===== src/rtl/pifo_pkg.sv =====
// Shared constants and width helpers for the PIFO node and its argmin tree.
package pifo_pkg;

    localparam int PRIO_LSB = 0;
    localparam logic [15:0] EMPTY_PRIO = '1;

    function automatic int entry_w(input int mtw, input int ptw);
        return mtw + ptw;
    endfunction

    // Metadata sits directly above the priority field in every packed entry.
    function automatic int meta_lsb(input int ptw);
        return PRIO_LSB + ptw;
    endfunction

    function automatic int idx_w(input int n);
        return (n > 1) ? $clog2(n) : 1;
    endfunction

endpackage


===== src/rtl/pifo_argmin.sv =====
// Combinational binary comparator tree: lowest-index minimum of N unsigned values.
module pifo_argmin
    import pifo_pkg::*;
#(
    parameter int WIDTH = 8,
    parameter int N     = 4
) (
    input  logic [N*WIDTH-1:0]    vals,
    output logic [idx_w(N)-1:0]   min_idx,
    output logic [WIDTH-1:0]      min_val
);

    localparam int IW     = idx_w(N);
    localparam int LEVELS = idx_w(N);

    genvar gi, gj;
    generate
        for (gi = 0; gi <= LEVELS; gi++) begin : g_lvl
            localparam int W = N >> gi;
            logic [WIDTH-1:0] val [W];
            logic [IW-1:0]    idx [W];
            for (gj = 0; gj < W; gj++) begin : g_cell
                if (gi == 0) begin : g_leaf
                    assign val[gj] = vals[gj*WIDTH +: WIDTH];
                    assign idx[gj] = IW'(gj);
                end else begin : g_cmp
                    // Right side wins only when strictly smaller, so ties keep the lower index.
                    logic take_right;
                    assign take_right = g_lvl[gi-1].val[2*gj+1] < g_lvl[gi-1].val[2*gj];
                    assign val[gj] = take_right ? g_lvl[gi-1].val[2*gj+1] : g_lvl[gi-1].val[2*gj];
                    assign idx[gj] = take_right ? g_lvl[gi-1].idx[2*gj+1] : g_lvl[gi-1].idx[2*gj];
                end
            end
        end
    endgenerate

    assign min_val = g_lvl[LEVELS].val[0];
    assign min_idx = g_lvl[LEVELS].idx[0];

endmodule


===== src/rtl/pifo_node_nway.sv =====
// N-way PIFO tree node: one resident entry per subtree, registered push/pop/replace
// commands to children, one operation every two cycles.
module pifo_node_nway
    import pifo_pkg::*;
#(
    parameter int FANOUT = 4,
    parameter int PTW    = 16,
    parameter int MTW    = 32,
    parameter int CTW    = 10
) (
    input  logic                          i_clk,
    input  logic                          i_rst_n,
    input  logic                          i_push,
    input  logic [MTW+PTW-1:0]            i_push_data,
    input  logic                          i_pop,
    output logic [MTW+PTW-1:0]            o_pop_data,
    output logic                          o_ready,
    output logic [MTW+PTW-1:0]            o_result,
    output logic                          o_result_vld,
    output logic                          o_err,
    output logic                          o_empty,
    output logic                          o_full,
    output logic [FANOUT-1:0]             o_push,
    output logic [MTW+PTW-1:0]            o_push_data,
    output logic [FANOUT-1:0]             o_pop,
    input  logic [FANOUT*(MTW+PTW)-1:0]   i_pop_data
);

    localparam int EW   = entry_w(MTW, PTW);
    localparam int IDXW = idx_w(FANOUT);
    localparam int ML   = meta_lsb(PTW);
    localparam logic [PTW-1:0] EMPTY   = '1;
    localparam logic [CTW-1:0] CNT_MAX = '1;

    logic [PTW-1:0]     prio_reg [FANOUT];
    logic [MTW-1:0]     meta_reg [FANOUT];
    logic [CTW-1:0]     cnt_reg  [FANOUT];
    logic               ready_reg, result_vld_reg, err_reg;
    logic [EW-1:0]      result_reg, push_data_reg;
    logic [FANOUT-1:0]  push_reg, pop_reg;

    logic [FANOUT*CTW-1:0] cnt_flat;
    logic [FANOUT*PTW-1:0] prio_flat;
    logic [EW-1:0]         child_entry [FANOUT];
    logic [PTW-1:0]        child_prio  [FANOUT];
    logic [IDXW-1:0]       tgt_idx, head_idx;
    logic [CTW-1:0]        cnt_min;
    logic [PTW-1:0]        head_prio, in_prio;
    logic [EW-1:0]         head_entry, tgt_entry;
    logic                  in_is_empty, accept;

    genvar gi;
    generate
        for (gi = 0; gi < FANOUT; gi++) begin : g_slot
            assign cnt_flat[gi*CTW +: CTW]  = cnt_reg[gi];
            assign prio_flat[gi*PTW +: PTW] = prio_reg[gi];
            assign child_entry[gi]          = i_pop_data[gi*EW +: EW];
            assign child_prio[gi]           = child_entry[gi][PRIO_LSB +: PTW];
        end
    endgenerate

    pifo_argmin #(.WIDTH(CTW), .N(FANOUT)) u_cnt_min (
        .vals    (cnt_flat),
        .min_idx (tgt_idx),
        .min_val (cnt_min)
    );

    pifo_argmin #(.WIDTH(PTW), .N(FANOUT)) u_prio_min (
        .vals    (prio_flat),
        .min_idx (head_idx),
        .min_val (head_prio)
    );

    assign head_entry  = {meta_reg[head_idx], prio_reg[head_idx]};
    assign tgt_entry   = {meta_reg[tgt_idx], prio_reg[tgt_idx]};
    assign in_prio     = i_push_data[PRIO_LSB +: PTW];
    assign in_is_empty = (in_prio == EMPTY);
    assign accept      = ready_reg & (i_push | i_pop);

    // The minimum slot is EMPTY only when all are; the minimum count saturates only when all do.
    assign o_empty     = (head_prio == EMPTY);
    assign o_full      = (cnt_min == CNT_MAX);
    assign o_pop_data  = head_entry;

    always_ff @(posedge i_clk) begin
        if (!i_rst_n) begin
            for (int k = 0; k < FANOUT; k++) begin
                prio_reg[k] <= EMPTY;
                meta_reg[k] <= '0;
                cnt_reg[k]  <= '0;
            end
            ready_reg      <= 1'b1;
            result_vld_reg <= 1'b0;
            err_reg        <= 1'b0;
            result_reg     <= '0;
            push_data_reg  <= '0;
            push_reg       <= '0;
            pop_reg        <= '0;
        end else begin
            push_reg       <= '0;
            pop_reg        <= '0;
            result_vld_reg <= 1'b0;
            err_reg        <= 1'b0;
            ready_reg      <= 1'b1;
            if ((i_push || i_pop) && !ready_reg) begin
                err_reg <= 1'b1;
            end else if (accept) begin
                ready_reg <= 1'b0;
                if (i_push && !i_pop) begin
                    if (o_full || in_is_empty) begin
                        err_reg <= 1'b1;
                    end else begin
                        cnt_reg[tgt_idx] <= cnt_min + 1'b1;
                        if (in_prio < prio_reg[tgt_idx]) begin
                            prio_reg[tgt_idx] <= in_prio;
                            meta_reg[tgt_idx] <= i_push_data[ML +: MTW];
                        end
                        if (prio_reg[tgt_idx] != EMPTY) begin
                            push_reg[tgt_idx] <= 1'b1;
                            push_data_reg     <= (in_prio < prio_reg[tgt_idx]) ? tgt_entry : i_push_data;
                        end
                    end
                end else if (!i_push && i_pop) begin
                    if (o_empty) begin
                        err_reg <= 1'b1;
                    end else begin
                        result_reg         <= head_entry;
                        result_vld_reg     <= 1'b1;
                        prio_reg[head_idx] <= child_prio[head_idx];
                        meta_reg[head_idx] <= child_entry[head_idx][ML +: MTW];
                        if (cnt_reg[head_idx] != '0)
                            cnt_reg[head_idx] <= cnt_reg[head_idx] - 1'b1;
                        pop_reg[head_idx]  <= (cnt_reg[head_idx] > 1);
                    end
                end else begin
                    if (in_is_empty) begin
                        err_reg <= 1'b1;
                    end else if (in_prio < head_prio) begin
                        result_reg     <= i_push_data;
                        result_vld_reg <= 1'b1;
                    end else begin
                        result_reg     <= head_entry;
                        result_vld_reg <= 1'b1;
                        if (in_prio <= child_prio[head_idx]) begin
                            prio_reg[head_idx] <= in_prio;
                            meta_reg[head_idx] <= i_push_data[ML +: MTW];
                        end else begin
                            // Child H must absorb the incoming entry via its own replace.
                            prio_reg[head_idx] <= child_prio[head_idx];
                            meta_reg[head_idx] <= child_entry[head_idx][ML +: MTW];
                            push_reg[head_idx] <= 1'b1;
                            pop_reg[head_idx]  <= 1'b1;
                            push_data_reg      <= i_push_data;
                        end
                    end
                end
            end
        end
    end

    assign o_ready      = ready_reg;
    assign o_result     = result_reg;
    assign o_result_vld = result_vld_reg;
    assign o_err        = err_reg;
    assign o_push       = push_reg;
    assign o_push_data  = push_data_reg;
    assign o_pop        = pop_reg;

endmodule


===== config.mk =====
export PLATFORM = sky130hd
export DESIGN_NAME = pifo_node_nway
export DESIGN_NICKNAME = d
export VERILOG_FILES = /design/src/rtl/pifo_pkg.sv /design/src/rtl/pifo_argmin.sv /design/src/rtl/pifo_node_nway.sv
export SDC_FILE = /design/constraint.sdc
export NUM_CORES = 1
export LEC_CHECK = 0
export CAP_MARGIN = 20
export CORE_MARGIN = 1.5
export CORE_UTILIZATION = 45
export CTS_CLUSTER_SIZE = 40
export DETAILED_ROUTE_END_ITERATION = 10
export GPL_TIMING_DRIVEN = 0
export PLACE_DENSITY = 0.7
export REMOVE_ABC_BUFFERS = 1
export SETUP_SLACK_MARGIN = 0.02
export SLEW_MARGIN = 20
export SYNTH_ARGS = -nofsm -noshare
export SYNTH_HDL_FRONTEND = slang
export SYNTH_SLANG_ARGS = --single-unit

===== constraint.sdc =====
create_clock -name i_clk -period 16.5 [get_ports i_clk]
set_input_delay 1.65 -clock i_clk [delete_from_list [all_inputs] [get_ports i_clk]]
set_output_delay 1.65 -clock i_clk [all_outputs]
set_load 0.05 [all_outputs]

==> run summary <==
The logic depth of the worst register-to-register path is 35. The number of clock buffers inserted by TritonCTS came out at 39. The worst hold path begins at o_push_data[20]. The number of placed instances, taps included, is 3567. The post-detailed-placement cell area is 28280 um^2.

The total number of yosys warnings came out at 0. The minimum setup slack in the final design came out at roughly 4.6 ns. The x dimension of the die is 228.0 um. Synthesis produced a netlist whose cell count is 2612. Derived from the worst setup path, the maximum achievable clock frequency is around 84 MHz. The clock insertion delay at the later pin of the skew report came out at around 0.6 ns. The overall routing resource usage came out at 0.3290. Entering global routing, the biggest net connects between 60 and 70 pins. The number of global-route vias before repair came out at 22450.

The number of flip-flops under the largest register name came out at 128. The post-layout instance count excluding filler cells came out at 3640. The count of buffers added on input and output ports is 400.

The count of routing violations after the opening detailed-route iteration came out at 2575. The floorplan has 82 rows. After detailed routing, the average wire length per cell comes to between 20 and 25 um. The tool flagged a number of max-cap violations equal to 0. The flow ran to the end, and the final reports show no timing, DRC or antenna violations. The tightest min-delay check is of the reg2reg type. The transition time at the pin with the least slew margin is 1.116 ns.

The remaining max-slew budget at the tightest pin is 0.2368. The worst setup path is launched from a flop. The global-route wire length before repair came out at approximately 130000 um. The layout cell share with drive strength beyond 1 is 0.07179. The via count came out at 22650.

For hold timing, the worst endpoint is o_push_data[20]. The area enclosed by the die boundary came out at approximately 52000 um^2. The total overflow reported by the global router came out at 0. The number of library cell types mapped by synthesis is 77. Across all register-to-register paths, the minimum setup slack is 4.64 ns.

The worst setup skew after layout is about 0.045 ns. The clock tree buffer depth is 3. After clock tree synthesis, the clock-pin slew on the worst setup and hold paths is 0.05 ns. The most used flip-flop cell after synthesis is edfxtp_1. Across all hold checks on the routed design, the worst slack comes to roughly 0.47 ns.

The congestion estimate from routability-driven global placement came to 0.9849. In this design, the critical path's most frequently occurring cell is buf_16. Detailed placement finished with a half-perimeter wire length of 64230 um. The clock tree synthesis step divided the H-tree into 2 levels. The share of flip-flops with an asynchronous set or reset after synthesis is 0. OpenSTA, run right after detailed placement, puts the worst setup slack at 4.538 ns. The initial antenna violation count came out at 4. The average vias per placed instance came out at around 6.2. The worst register-to-register path ends at prio_reg[2][14].

The I/O pin count came out at 401. Clock tree synthesis selected as its root buffer the cell clkbuf_16. The area inside the core boundary came out at 50070 um^2. The number of hold violations in the final report came to 0. The average footprint of a synthesized cell came out at 8.720 um^2. Setup repair after global routing left no endpoint under its margin.

The worst stage delay on the critical path came out at 0.74 ns. The post-cts hold buffer count came out at 0. The overall die height is 228.0 um. The number of buffers added for setup after CTS is 0. Summing all non-filler instances in the final layout gives an area of 29540 um^2.

The setup path with the least slack is of type reg2reg. In the finished design, the share of the clock period the worst path needs comes to 0.7188. The number of filler cells placed in the layout is between 4000 and 5000.

For this configuration, the core starts out at a cell density of 0.4549. The data required time of the critical path is 16.74 ns. In this run the critical register-to-register path is launched from prio_reg[0][14]. The detail route stage leaves a number of antenna-violating nets equal to 0. The number of search-and-repair iterations in the first detailed-routing pass is 6. In this run the worst setup path begins at prio_reg[0][14]. After detailed routing, the number of remaining DRC violations is 0. The total setup violations reported at the end of the flow is 0.

For the finished layout, the period the worst path requires is 11.86 ns. The post-synthesis to final-layout area growth came out at 29.69%. The clock drives around 340 sinks.

The critical path arrival came out at 12.10 ns. At the end of the flow, the number of nets in the layout was 3300. The worst hold path was traced through 2 stages. The count of instances resized after the clock tree is built came out at 0. The element type at the critical path end is a flop.

In this run, synthesis inferred 232 flip-flops with an integrated enable. The highest net fanout along the worst path is 36. The clock tree from TritonCTS is built. The fraction of the yosys area taken by sequential cells came out at 0.3999. The register bit count reported by yosys is 339.

The total routed wirelength came out at 88120 um. Among all stages on the critical path, the largest delay is contributed by nor2_4. The number of max-slew violations in the final report is 0. The synthesized netlist occupies a cell area of about 23000 um^2.
-- Yosys cell counts (7+ instances only) --
library cell / instances / area, um^2
a2111oi_0: 8 / 70.07
a211o_1: 7 / 61.31
a211oi_1: 66 / 495.5
a21o_1: 23 / 172.7
a21oi_1: 144 / 720.7
a221o_1: 17 / 170.2
a22o_1: 30 / 262.8
a22oi_1: 77 / 578.1
a22oi_2: 14 / 175.2
a31oi_1: 42 / 262.8
a32oi_1: 9 / 78.83
a32oi_2: 14 / 227.7
and2_1: 12 / 75.07
and3_1: 46 / 287.8
buf_1: 12 / 45.04
buf_2: 26 / 130.1
clkbuf_1: 128 / 480.5
dfxtp_1: 107 / 2142
edfxtp_1: 232 / 6967
ha_1: 120 / 1501
inv_1: 159 / 596.8
mux2_2: 19 / 214.0
mux2i_1: 130 / 1301
nand2_1: 385 / 1445
nand2b_1: 58 / 362.9
nand3_1: 109 / 545.5
nand4_1: 58 / 362.9
nor2_1: 272 / 1021
nor2b_1: 16 / 100.1
nor3_1: 30 / 150.1
nor4_1: 10 / 62.56
o211ai_1: 41 / 307.8
o21a_1: 15 / 112.6
o21ai_0: 67 / 335.3
o31ai_1: 8 / 60.06
or3_1: 8 / 50.05
-- metrics by stage --
stage | utilization | setup TNS (ns)
after floorplan | - | -160.59
after CTS | 0.5899 | 0
after global placement | 0.5366 | -6282.47
final | 0.5900 | 0
after detailed placement | 0.5649 | 0
after global routing | 0.5900 | 0
-- layout by cell type (no fill, tap or decap), drive strengths merged, types with 6 or more instances in the layout --
cell	Yosys	routed
and2	12	12
a21o	23	23
xnor2	6	6
clkbuf	129	60
ha	120	120
a31oi	42	42
xor2	6	6
nor4	10	10
or2	6	6
clkdlybuf4s50	0	399
buf	48	61
nor2	272	272
o211a	6	6
clkinv	1	7
nor2b	16	16
o21ai	67	67
inv	159	161
and3	46	46
nand2b	58	58
nand4	58	58
a22o	30	30
mux2	20	20
a21oi	145	145
o31ai	8	8
a221o	17	17
mux2i	130	130
a32oi	23	23
edfxtp	232	232
nand3	109	109
dfxtp	107	107
a211o	7	7
a211oi	66	66
o21a	15	15
or3	9	9
nor3	31	31
o211ai	41	41
a2111oi	8	8
nand2	385	385
a22oi	91	91
-- worst max-delay path: cells and delay by family (launching register included) --
family / cells / cell delay (ns)
flip-flops: 1 / 0.47
buffers and inverters: 9 / 1.87
AND/OR/NAND/NOR: 11 / 3.66
adder cells (fa/ha/maj): 3 / 0.96
multiplexers: 2 / 1.09
AO/OA/AOI/OAI: 10 / 3.42
-- worst max-delay path by stage --
stage                           end  slack, ns  cells after the start
floorplan            meta_reg[3][0]      -2.05                     29
global placement     meta_reg[3][4]     -15.53                     28
detailed placement   meta_reg[2][6]       4.54                     35
CTS                 prio_reg[2][14]       4.50                     35
global route        prio_reg[2][14]       3.83                     36
finish              prio_reg[2][14]       4.64                     35
-- kinds of logic after synthesis --
logic type,count (synthesis),share of synthesized area
and+or+nand+nor,1024,0.2030
AOI/OAI and AO/OA,630,0.1999
DFF,339,0.3999
buffers and inverters,337,0.05949
muxes,150,0.06718
adders and majority gates,120,0.06592
xor gates and xnor gates,12,0.004614
-- routing by layer --
metal / global-route usage / vias to the layer above / part of all wire
li1: - / 10200 / -
met1: 0.4177 / 10930 / 0.39
met2: 0.5474 / 1267 / 0.47
met3: 0.05550 / 243 / 0.092
met4: 0.1517 / 4 / 0.045
met5: 0 / - / 0.00032
-- cell type report --
class                      instances  area, um^2  area share
multi-input combinational       1936       12560      0.4253
sequential                       339        9109      0.3084
antenna                            1       2.502  0.00008472
clock buffer                      60        1105     0.03740
tap                              672       840.8     0.02846
inverter                         160       605.6     0.02050
clock inverter                    12       145.1    0.004914
timing repair buffer             460        5167      0.1749
Power is not shown: default switching activity piles up to over one toggle a cycle in this logic, so the estimate is an artifact.
